--- src/rtl/mem_stream_pkg.sv ---
// Shared state encoding and default widths for the memory read streamer.
package mem_stream_pkg;

  localparam int unsigned DEFAULT_DATA_WIDTH = 32;
  localparam int unsigned DEFAULT_ADDR_WIDTH = 4;

  typedef enum logic [1:0] {
    ST_IDLE  = 2'd0,
    ST_RUN   = 2'd1,
    ST_DRAIN = 2'd2,
    ST_DONE  = 2'd3
  } stream_state_e;

endpackage

--- src/rtl/skid_fifo2.sv ---
// Two-entry output buffer; head entry drives dout directly so it stays stable while stalled.
module skid_fifo2 #(
  parameter int unsigned data_width = 32
) (
  input  logic                  clk,
  input  logic                  reset,
  input  logic                  push,
  input  logic [data_width-1:0] din,
  input  logic                  pop,
  output logic [data_width-1:0] dout,
  output logic                  valid,
  output logic                  empty,
  output logic                  full,
  output logic [1:0]            occupancy
);

  logic [data_width-1:0] head_q, head_d;
  logic [data_width-1:0] tail_q, tail_d;
  logic [1:0]            occ_q, occ_d;
  logic                  valid_q, empty_q, full_q;
  logic                  do_pop;

  always_comb begin
    head_d = head_q;
    tail_d = tail_q;
    occ_d  = occ_q;
    do_pop = pop && (occ_q != 2'd0);
    case ({push, do_pop})
      2'b10: begin
        // a push into a full buffer is dropped; the caller never issues one
        if (occ_q == 2'd0) begin
          head_d = din;
          occ_d  = 2'd1;
        end else if (occ_q == 2'd1) begin
          tail_d = din;
          occ_d  = 2'd2;
        end
      end
      2'b01: begin
        if (occ_q == 2'd2) head_d = tail_q;
        occ_d = occ_q - 2'd1;
      end
      2'b11: begin
        if (occ_q == 2'd1) begin
          head_d = din;
        end else begin
          head_d = tail_q;
          tail_d = din;
        end
      end
      default: ;
    endcase
  end

  always_ff @(posedge clk) begin
    if (reset) begin
      head_q  <= '0;
      tail_q  <= '0;
      occ_q   <= 2'd0;
      valid_q <= 1'b0;
      empty_q <= 1'b1;
      full_q  <= 1'b0;
    end else begin
      head_q  <= head_d;
      tail_q  <= tail_d;
      occ_q   <= occ_d;
      valid_q <= (occ_d != 2'd0);
      empty_q <= (occ_d == 2'd0);
      full_q  <= (occ_d == 2'd2);
    end
  end

  assign dout      = head_q;
  assign valid     = valid_q;
  assign empty     = empty_q;
  assign full      = full_q;
  assign occupancy = occ_q;

endmodule

--- src/rtl/mem_read_streamer.sv ---
// Streams a burst of words from an external synchronous RAM to a valid/ready consumer.
module mem_read_streamer
  import mem_stream_pkg::*;
#(
  parameter int unsigned data_width = DEFAULT_DATA_WIDTH,
  parameter int unsigned addr_width = DEFAULT_ADDR_WIDTH
) (
  input  logic                  clk,
  input  logic                  reset,
  input  logic                  start,
  input  logic [addr_width-1:0] base_addr,
  input  logic [addr_width:0]   count,
  output logic [addr_width-1:0] ram_read_address,
  input  logic [data_width-1:0] ram_dout,
  output logic [data_width-1:0] out_data,
  output logic                  out_valid,
  input  logic                  out_ready,
  output logic                  busy,
  output logic                  done
);

  stream_state_e         state_q, state_d;
  logic [addr_width-1:0] addr_q, addr_d;
  logic [addr_width:0]   remaining_q, remaining_d;
  logic                  in_flight_q, in_flight_d;
  logic                  busy_q, busy_d;
  logic                  done_q, done_d;

  logic                  xfer;
  logic                  fifo_push, fifo_empty, fifo_full;
  logic [1:0]            fifo_occ, slots_used;
  logic                  issue_ok;

  assign xfer       = out_valid && out_ready;
  assign fifo_push  = in_flight_q && (!fifo_full || xfer);
  assign slots_used = fifo_occ + 2'(in_flight_q);
  // a read may be issued only if its word is guaranteed a buffer slot on return
  assign issue_ok   = (slots_used < 2'd2) || ((slots_used == 2'd2) && xfer);

  skid_fifo2 #(.data_width(data_width)) u_buf (
    .clk       (clk),
    .reset     (reset),
    .push      (fifo_push),
    .din       (ram_dout),
    .pop       (xfer),
    .dout      (out_data),
    .valid     (out_valid),
    .empty     (fifo_empty),
    .full      (fifo_full),
    .occupancy (fifo_occ)
  );

  always_comb begin
    state_d     = state_q;
    addr_d      = addr_q;
    remaining_d = remaining_q;
    in_flight_d = 1'b0;
    case (state_q)
      ST_IDLE: begin
        if (start) begin
          addr_d      = base_addr;
          remaining_d = count;
          state_d     = (count == '0) ? ST_DONE : ST_RUN;
        end
      end
      ST_RUN: begin
        // address register always holds the next address to read
        if (issue_ok) begin
          in_flight_d = 1'b1;
          addr_d      = addr_q + addr_width'(1);
          remaining_d = remaining_q - (addr_width+1)'(1);
          if (remaining_q == (addr_width+1)'(1)) state_d = ST_DRAIN;
        end
      end
      ST_DRAIN: begin
        if (fifo_empty && !in_flight_q) state_d = ST_DONE;
      end
      ST_DONE: state_d = ST_IDLE;
      default: state_d = ST_IDLE;
    endcase
    busy_d = (state_d != ST_IDLE);
    done_d = (state_d == ST_DONE);
  end

  always_ff @(posedge clk) begin
    if (reset) begin
      state_q     <= ST_IDLE;
      addr_q      <= '0;
      remaining_q <= '0;
      in_flight_q <= 1'b0;
      busy_q      <= 1'b0;
      done_q      <= 1'b0;
    end else begin
      state_q     <= state_d;
      addr_q      <= addr_d;
      remaining_q <= remaining_d;
      in_flight_q <= in_flight_d;
      busy_q      <= busy_d;
      done_q      <= done_d;
    end
  end

  assign ram_read_address = addr_q;
  assign busy             = busy_q;
  assign done             = done_q;

endmodule

--- config.mk ---
export PLATFORM = sky130hd
export DESIGN_NAME = mem_read_streamer
export DESIGN_NICKNAME = d
export VERILOG_FILES = /design/src/rtl/mem_stream_pkg.sv /design/src/rtl/skid_fifo2.sv /design/src/rtl/mem_read_streamer.sv
export SDC_FILE = /design/constraint.sdc
export NUM_CORES = 1
export LEC_CHECK = 0
export BUFFER_PORTS_ARGS = -buffer_cell sky130_fd_sc_hd__buf_2
export CAP_MARGIN = 10
export CORE_UTILIZATION = 35
export CTS_CLUSTER_SIZE = 25
export DETAILED_ROUTE_END_ITERATION = 6
export GPL_TIMING_DRIVEN = 0
export PLACE_DENSITY = 0.54
export SLEW_MARGIN = 20
export SYNTH_ARGS = -nofsm -noshare
export SYNTH_HDL_FRONTEND = slang
export SYNTH_HIERARCHICAL = 1
export SYNTH_SLANG_ARGS = --single-unit
--- constraint.sdc ---
create_clock -name clk -period 2.6 [get_ports clk]
set_input_delay 0.52 -clock clk [delete_from_list [all_inputs] [get_ports clk]]
set_output_delay 0.52 -clock clk [all_outputs]
set_load 0.005 [all_outputs]
==> results of run 1 <==
==> area by class of cell <==
cell class                 count  share of cell area [%]
buffer                        27                   3.976
timing repair buffer          83                   8.628
inverter                      12                  0.9356
sequential                    83                   34.51
clock inverter                 3                  0.3119
tap                          140                   3.638
multi-input combinational    257                   42.75
clock buffer                  11                   5.249
==> kinds of logic (layout without fill, tap and decap cells) <==
kind of cell	count (synthesis)	after routing	share of synthesized area (%)
and+or+nand+nor	148	148	21.00
DFF	83	83	42.00
xor gates and xnor gates	1	1	0.2214
AOI/OAI and AO/OA	65	65	19.29
muxes	33	33	8.349
adders and majority gates	10	10	3.163
buffers and inverters	39	136	5.977
==> registers in the layout, summed over array words and instances (netlist names) <==
| register | count |
|---|---|
| done | 1 |
| u_buf/occupancy | 2 |
| in_flight_q | 1 |
| state_q | 2 |
| remaining_q | 5 |
| busy | 1 |
| u_buf/tail_q | 32 |
| ram_read_address | 4 |
| u_buf/empty | 1 |
| u_buf/valid | 1 |
| u_buf/dout | 32 |
| u_buf/full | 1 |
==> worst paths after layout <==
kind / startpoint / end / slack, ns / cells after the start
min reg2reg: u_buf/dout[26] / u_buf/dout[26] / 0.49 / 2
max: u_buf/valid / u_buf/dout[11] / 0.25 / 8
max reg2reg: u_buf/valid / u_buf/dout[11] / 0.25 / 8
min: ram_dout[26] / u_buf/tail_q[26] / 0.43 / 3
==> per-stage QoR <==
stage	instance area [µm²]	hold slack, ns	setup slack, ns	total power, µW
floorplan	3956	0.4594	0.4221	2246
global placement	4547	0.4745	0.03590	2556
detailed placement	4547	0.4791	-0.05035	2574
CTS	4815	0.4221	0.1956	3775
global route	4815	0.4319	0.004695	3968
finish	4815	0.4306	0.2452	3711
==> cells in the mapped netlist, types with 6 or more instances <==
cell	count	area (µm²)
buf_2	9	45.04
inv_1	11	41.29
mux2i_1	33	330.3
dfxtp_1	83	1662
nor3_2	30	300.3
nand2b_1	7	43.79
nor2_1	80	300.3
a221oi_2	30	450.4
ha_1	10	125.1
clkbuf_1	11	41.29
a32o_1	6	60.06
nand2_1	10	37.54
==> critical path: cells and delay by family (launching register included) <==
family	cells	cell delay, ns
buffers and inverters	2	0.58
AO/OA/AOI/OAI	2	0.76
flip-flops	1	0.34
AND/OR/NAND/NOR	3	0.30
adder cells (fa/ha/maj)	1	0.31
==> layer usage <==
metal	part of all wire (%)	up-vias	routed length (µm)
met3	4.8	10	422
met1	46	1431	4057
met4	1.3	0	118
met2	48	53	4255
met5	0	-	0
li1	-	1545	-
==> power by group through the flow <==
stage                     Sequential, µW  Clock (µW)  Combinational (µW)
final                               1550        1180                 983
after global routing                1570        1280                1110
after CTS                           1550        1220                1000
after detailed placement            1580           0                 996
after global placement              1570           0                 985
after floorplan                     1580           0                 667
==> reports/qor.yml, run 1 <==
place:
  place.gp.congestion: 0.7877
  numPortBuffers: 83
  dp.cells: 602
  place_hpwl_um: 6242
sta:
  rsz0062_at_grt: "false"
  final_max_slew_viol_count: 0
  final.setup.tns_ns: 0
  period_share_pct: 90.57
  min_period_ns: 2.355
  max-slew-margin-rel_pct: 47.07
  setup_viol: 0
  worstMarginPinSlew_ns: 0.7939
  finalHoldViolCount: 0
  clock_skew_ns: 0.005049
  fmax_mhz: 424.7
cells_and_area:
  final_core_util_pct: 44.03
  final_cell_count_no_fill: 616
  nFillCells: 1089
  ff_latch_area_mm2: 0.001662
  drive_gt1_share_pct: 39.08
  n_antenna_cell: 0
  area_growth_pct: 21.70
  nets: 528
  final_common_cell: "buf_2"
  final_cell_mix: "buf_2 (92), dfxtp_1 (83), nor2_1 (80)"
  multi_input_area_mm2: 0.002058
synthesis:
  syn_inst: 379
  synth_edf_count: 0
  netlist_area_mm2: 0.003956
  synth.avg_cell_area_um2: 10.44
  ys.flop_type: "dfxtp_1"
  synthArstFlopShare_pct: 0
  yosysUniqueCellTypes: 46
  ys_warn_count: 6
  ys_seq_elements: 83
  syn-num-nets: 434
  synth.yosys.seq_area_share_pct: 42.00
power_and_ir_drop:
  p_clk_share_pct: 31.8
  p_sw_uw: 1164
  p_leak_uw: 0.002263
  ir_worst_vdd_mv: 0.5032
  power.density_mw_per_mm2: 770.8
  power_frac_comb_pct: 26.5
  power.internal_uw: 2547
  p_sw_share_pct: 31.37
  seq_power_share_pct: 41.7
route:
  drc: 0
  vias: 3039
  drt_pre_antenna_iters: 4
  ant_nets: 0
  totalWireLength_um: 8853
  avgViaCountPerCell: 4.933
  drt_iter0_drc: 103
  routedWlPerCell_um: 14.37
grt:
  busiest_layer: "met2"
  met2_usage_pct: 27.07
  antenna_found_initial: 0
  grt_pass1_wl_um: 14970
  grt.met3_usage_pct: 5.967
  grt_max_degree: 13
  grt_pass1_vias: 3083
  track_usage_pct: 16.74
  grtUsageMet1_pct: 20.75
  overflow: 0
run:
  maxCapViolCount: 0
clocking:
  clock_path_buffers: 2
  clock_sinks: 83
  cts_tree: "done"
  cts_setup_buffers: 0
  clkSlewWorstSetupHoldPaths_ns: 0.06
  holdBufCountCts: 0
  h-tree-depth: 3
  cts-resized-gates: 0
  clk_latency_ns: 0.34
  cts_made_buffers: 9
  root_buffer: "clkbuf_16"
setup_path:
  worst-path-max-fanout: 10
  crit_type: "flop to flop"
  required_ns: 2.87
  endpoint_kind: "flop"
  cpPeakStageDelay_ns: 0.48
  start_kind: "flop"
  crit_chain: "nand2_1 > a21boi_0 > inv_1 > ha_1 > a22oi_2 > clkbuf_1 > nor2_1 > nor3_2"
  slowest_stage: "a21boi_0"
  crit_arrival_ns: 2.62
floorplanning:
  core_area_mm2: 0.01094
  dieArea_mm2: 0.01173
  num_rows: 38
  start_util_pct: 36.18
  die_w_um: 108.3
  die_y_um: 108.3
  num_io_pins: 84
outcome:
  outcome: "complete, no violations"
hold_path:
  hold_class: "primary input to flop"
Note: power is estimated with default switching activity, not from simulation.
==> inputs of run 2 (changes only) <==
--- a/config.mk
+++ b/config.mk
@@ -7,6 +7,7 @@
 export LEC_CHECK = 0
 export BUFFER_PORTS_ARGS = -buffer_cell sky130_fd_sc_hd__buf_2
 export CAP_MARGIN = 10
+export CORE_ASPECT_RATIO = 1.75
 export CORE_UTILIZATION = 35
 export CTS_CLUSTER_SIZE = 25
 export DETAILED_ROUTE_END_ITERATION = 6
==> run 2 against run 1 <==
  * Clock power increased by 23%
  * Critical endpoint is now u_buf/dout[3]
  * Critical path depth increased by 1
  * Critical path type unchanged
  * Sequential share of layout area decreased by 0.52 points
  * Sequential power about the same
  * Via count increased by 0.56%
  * Combinational power increased by 1%
  * Final cell count decreased by 0.97%
  * Die area increased by 0.14%
  * First-iteration DRC count decreased by 23%
==> reports/qor.yml, run 2 (synthesis gave the netlist of run 1 again) <==
outcome:
  outcome: "complete, no violations"  # unchanged
power_and_ir_drop:
  p_leak_uw: 0.002305  # was 0.002263 µW
  p_sw_share_pct: 29.53  # was 31.37%
  seq_power_share_pct: 38.8  # was 41.7%
  power_frac_comb_pct: 24.9  # was 26.5%
  ir_worst_vdd_mv: 0.3569  # was 0.5032 mV
  p_clk_share_pct: 36.2  # was 31.8%
  p_sw_uw: 1179  # was 1164 µW
  power.internal_uw: 2812  # was 2547 µW
  power.density_mw_per_mm2: 816.4  # was 770.8 mW/mm²
clocking:
  clock_sinks: 83  # unchanged
  cts_made_buffers: 9  # unchanged
  holdBufCountCts: 0  # unchanged
  clock_path_buffers: 2  # unchanged
  cts_tree: "done"  # unchanged
  h-tree-depth: 3  # unchanged
  clk_latency_ns: 0.34  # about the same
  clkSlewWorstSetupHoldPaths_ns: 0.06  # about the same
  root_buffer: "clkbuf_16"  # unchanged
floorplanning:
  die_y_um: 142.6  # was 108.3 µm
  die_w_um: 82.37  # was 108.3 µm
  dieArea_mm2: 0.01175  # was 0.01173 mm²
  core_area_mm2: 0.01104  # was 0.01094 mm²
  start_util_pct: 35.84  # was 36.18%
  num_io_pins: 84  # unchanged
  num_rows: 51  # was 38
cells_and_area:
  nets: 528  # unchanged
  final_cell_count_no_fill: 610  # was 616
  final_common_cell: "buf_2"  # unchanged
  final_cell_mix: "buf_2 (92), dfxtp_1 (83), nor2_1 (80)"  # unchanged
  area_growth_pct: 23.56  # was 21.70%
  n_antenna_cell: 0  # unchanged
  drive_gt1_share_pct: 39.96  # was 39.08%
route:
  avgViaCountPerCell: 5.010  # was 4.933
  ant_nets: 0  # unchanged
  drt_pre_antenna_iters: 4  # unchanged
  drc: 0  # unchanged
  vias: 3056  # was 3,039
  totalWireLength_um: 9280  # was 8853 µm
  drt_iter0_drc: 79  # was 103
  routedWlPerCell_um: 15.21  # was 14.37 µm
grt:
  track_usage_pct: 17.19  # was 16.74%
  grt_pass1_wl_um: 15080  # was 14,970 µm
  overflow: 0  # unchanged
  grt_pass1_vias: 3088  # was 3,083
  grt_max_degree: 14  # was 13
  antenna_found_initial: 0  # unchanged
sta:
  finalHoldViolCount: 0  # unchanged
  rsz0062_at_grt: "false"  # unchanged
  min_period_ns: 2.305  # was 2.355 ns
  fmax_mhz: 433.9  # was 424.7 MHz
  max-slew-margin-rel_pct: 45.26  # was 47.07%
  final.setup.tns_ns: 0  # unchanged
  final_max_slew_viol_count: 0  # unchanged
  clock_skew_ns: 0.007004  # was 0.005049 ns
  worstMarginPinSlew_ns: 0.8211  # was 0.7939 ns
  hold_ws_ns: 0.4366  # was 0.4306 ns
  setup_viol: 0  # unchanged
  period_share_pct: 88.65  # was 90.57%
place:
  place_hpwl_um: 6848  # was 6242 µm
  numPortBuffers: 83  # unchanged
  place.gp.congestion: 0.7697  # was 0.7877
  dp.cells: 594  # was 602
setup_path:
  endpoint_kind: "flop"  # unchanged
  worst-path-max-fanout: 10  # unchanged
  crit_arrival_ns: 2.50  # was 2.62 ns
  startpoint: "u_buf/valid"  # unchanged
  timing.rr.start: "u_buf/valid"  # unchanged
  start_kind: "flop"  # unchanged
  required_ns: 2.80  # was 2.87 ns
  crit_type: "flop to flop"  # unchanged
hold_path:
  hold_class: "primary input to flop"  # unchanged
  min-delay-start: "ram_dout[25]"  # was ram_dout[26]
run:
  maxCapViolCount: 0  # unchanged
==> run 2: final timing paths <==
| kind | end | slack, ns | cells past startpoint |
|---|---|---|---|
| worst min-delay path | u_buf/tail_q[25] | 0.44 | 3 |
| worst max register to register | u_buf/dout[3] | 0.30 | 9 |
| worst max-delay path | u_buf/dout[3] | 0.30 | 9 |
| worst min register to register | u_buf/dout[30] | 0.49 | 2 |
==> run 2: cell type report <==
type | count | area, µm²
timing repair buffer | 83 | 415.4
clock buffer | 13 | 280.3
fill | 1121 | 6151
sequential | 83 | 1662
clock inverter | 3 | 67.56
buffer | 27 | 195.2
tap | 132 | 165.2
inverter | 12 | 45.04
multi-input combinational | 257 | 2058
==> run 2: per-layer routing <==
metal	wire (µm)	track usage, %	vias to the layer above
li1	-	-	1549
met1	3744	18.44	1422
met2	4969	31.36	70
met4	167	6.094	0
met5	0	0	-
met3	398	4.345	15
==> run 2: timing repair <==
action,CTS,global route
setup buffers,0,0
resized for setup,0,6
endpoints found under the setup margin,0,10
==> run 2: worst max-delay path, cell delays in order (launching register included) <==
cell	delay, ns
dfxtp_1	0.37
nand2_1	0.08
a21boi_0	0.42
inv_1	0.09
ha_1	0.29
or2_1	0.26
buf_6	0.13
buf_6	0.15
a221oi_2	0.28
nor3_2	0.07
==> run 2: through the flow <==
stage	setup slack, ns	instance area (µm²)	util, %	total power, µW
4_1_cts	0.2278	4885	44.25	4054
3_3_place_gp	0.05649	4537	41.10	2565
5_1_grt	0.08911	4888	44.28	4235
3_5_place_dp	0.005923	4537	41.10	2589
6_report	0.2952	4888	44.28	3991
2_1_floorplan	0.4221	3956	-	2246
==> run 2: power by group through the flow <==
stage	logic, µW	registers, µW	clock network [µW]
2_1_floorplan	667	1580	0
3_3_place_gp	991	1570	0
3_5_place_dp	1010	1580	0
4_1_cts	1010	1550	1490
5_1_grt	1120	1570	1540
6_report	995	1550	1450
==> inputs of run 3 (changes only) <==
==> constraint.sdc (replaced) <==
create_clock -name clk -period 2.5 [get_ports clk]
set_input_delay 0.5 -clock clk [delete_from_list [all_inputs] [get_ports clk]]
set_output_delay 0.5 -clock clk [all_outputs]
set_load 0.005 [all_outputs]
==> run 3 against run 2 <==
  * Clock skew about the same
  * Global-route usage unchanged
  * Sequential share of layout area unchanged
==> reports/qor.yml, run 3 (synthesis gave the netlist of run 1 again) <==
floorplanning:
  num_rows: 51  # unchanged
  die_y_um: 142.6  # unchanged
  dieArea_mm2: 0.01175  # unchanged
  die_w_um: 82.37  # unchanged
  core_area_mm2: 0.01104  # unchanged
  start_util_pct: 35.84  # unchanged
  num_io_pins: 84  # unchanged
clocking:
  clock_sinks: 83  # unchanged
  cts_tree: "done"  # unchanged
  cts_setup_buffers: 0  # unchanged
  cts_made_buffers: 9  # unchanged
  clock_path_buffers: 2  # unchanged
  holdBufCountCts: 0  # unchanged
  root_buffer: "clkbuf_16"  # unchanged
  clkSlewWorstSetupHoldPaths_ns: 0.06  # about the same
  clk_latency_ns: 0.34  # about the same
  h-tree-depth: 3  # unchanged
cells_and_area:
  n_antenna_cell: 0  # unchanged
  nFillCells: 1121  # unchanged
  multi_input_area_mm2: 0.002058  # unchanged
  final_cell_count_no_fill: 610  # unchanged
  final_common_cell: "buf_2"  # unchanged
  ff_latch_area_mm2: 0.001662  # unchanged
  area_growth_pct: 23.56  # unchanged
  nets: 528  # unchanged
  final_cell_mix: "buf_2 (92), dfxtp_1 (83), nor2_1 (80)"  # unchanged
  drive_gt1_share_pct: 39.96  # unchanged
grt:
  grt_pass1_wl_um: 15080  # unchanged
  antenna_found_initial: 0  # unchanged
  track_usage_pct: 17.19  # unchanged
  grt_max_degree: 14  # unchanged
  overflow: 0  # unchanged
  grt_pass1_vias: 3088  # unchanged
sta:
  max-slew-margin-rel_pct: 45.26  # about the same
  worstMarginPinSlew_ns: 0.8211  # about the same
  final_max_slew_viol_count: 0  # unchanged
  hold_ws_ns: 0.4166  # was 0.4366 ns
  clock_skew_ns: 0.007000  # was 0.007004 ns
  min_period_ns: 2.298  # was 2.305 ns
  final.setup.tns_ns: 0  # unchanged
  rsz0062_at_grt: "false"  # unchanged
  setup_viol: 0  # unchanged
  period_share_pct: 91.90  # was 88.65%
  fmax_mhz: 435.2  # was 433.9 MHz
  finalHoldViolCount: 0  # unchanged
  worst_slack_ns: 0.2024  # was 0.2952 ns
setup_path:
  endpoint_kind: "flop"  # unchanged
  start_kind: "flop"  # unchanged
  slowest_stage: "dfxtp_1"  # was a21boi_0
  crit_type: "flop to flop"  # unchanged
  worst-path-buf-inv: 4  # was 3
  cpLargestDelayFamily: "simple AND/OR/NAND/NOR gates"  # was compound AO/OA/AOI/OAI gates
  required_ns: 2.70  # was 2.80 ns
  crit_chain: "inv_1 > ha_1 > nand2b_4 > inv_1 > ha_1 > nor2b_4 > or2_1 > buf_6 > buf_6 > a221oi_2 > nor3_2"  # was nand2_1 > a21boi_0 > inv_1 > ha_1 > or2_1 > buf_6 > buf_6 > a221oi_2 > nor3_2
  cpPeakStageDelay_ns: 0.33  # was 0.42 ns
  worst-path-max-fanout: 10  # unchanged
  ff2ff_setup_slack_ns: 0.20  # was 0.30 ns
  crit_arrival_ns: 2.50  # about the same
place:
  place.gp.congestion: 0.7697  # unchanged
  dp.cells: 594  # unchanged
  place_ws_ns: -0.07408  # was 0.005923 ns
  numPortBuffers: 83  # unchanged
  place_hpwl_um: 6848  # unchanged
route:
  drt_iter0_drc: 79  # unchanged
  totalWireLength_um: 9283  # was 9280 µm
  avgViaCountPerCell: 5.007  # was 5.010
  vias: 3054  # was 3,056
  drc: 0  # unchanged
  drt_pre_antenna_iters: 4  # unchanged
  routedWlPerCell_um: 15.22  # was 15.21 µm
  ant_nets: 0  # unchanged
outcome:
  outcome: "complete, no violations"  # unchanged
run:
  maxCapViolCount: 0  # unchanged
hold_path:
  hold_class: "primary input to flop"  # unchanged
power_and_ir_drop:
  p_leak_uw: 0.002306  # was 0.002305 µW
  power.density_mw_per_mm2: 849.2  # was 816.4 mW/mm²
  ir_worst_vdd_mv: 0.3712  # was 0.3569 mV
## run 3: changes by cell type in the layout (fill, tap and decap cells not counted)
cell,delta
a21boi_0,-1
a21boi_1,+1
## run 3: what timing repair did
item                                    4_1_cts  5_1_grt
hold endpoints to repair                      0        0
endpoints found under the setup margin        0       30
resized for setup                             0        7
## run 3: through the flow
stage	power [µW]	instance area, µm²	utilization (%)
floorplan	2336	3956	-
detailed placement	2692	4537	41.10
finish	4151	4888	44.28
global route	4404	4888	44.28
global placement	2667	4537	41.10
CTS	4217	4885	44.25
## run 3: where the power goes
group,internal [µW],switching [µW]
combinational,436,600
clock,984,520
sequential,1510,106
## run 3: cell type report
type                       count  share of cell area [%]
clock inverter                 3                   1.382
sequential                    83                   33.99
inverter                      12                  0.9214
timing repair buffer          83                   8.498
tap                          132                   3.379
clock buffer                  13                   5.733
multi-input combinational    257                   42.10
buffer                        27                   3.993
## run 3: layer usage
layer,GRT usage (%),vias up,wire [µm]
met5,0,-,0
met4,6.094,0,167
met3,4.345,15,398
met2,31.36,70,4970
met1,18.44,1421,3747
li1,-,1548,-
## run 3: path summary, 6_finish.rpt
check / from / to / depth (start not counted)
setup / recovery: u_buf/occupancy[0] / u_buf/dout[3] / 11
hold / removal: ram_dout[25] / u_buf/tail_q[25] / 3
setup reg to reg: u_buf/occupancy[0] / u_buf/dout[3] / 11
hold reg to reg: u_buf/dout[30] / u_buf/dout[30] / 2
## run 3: worst reg2reg max path: stages, from the launching register on
cell,delay (ns)
dfxtp_1,0.33
inv_1,0.13
ha_1,0.25
nand2b_4,0.18
inv_1,0.06
ha_1,0.21
nor2b_4,0.15
or2_1,0.22
buf_6,0.13
buf_6,0.15
a221oi_2,0.28
nor3_2,0.07
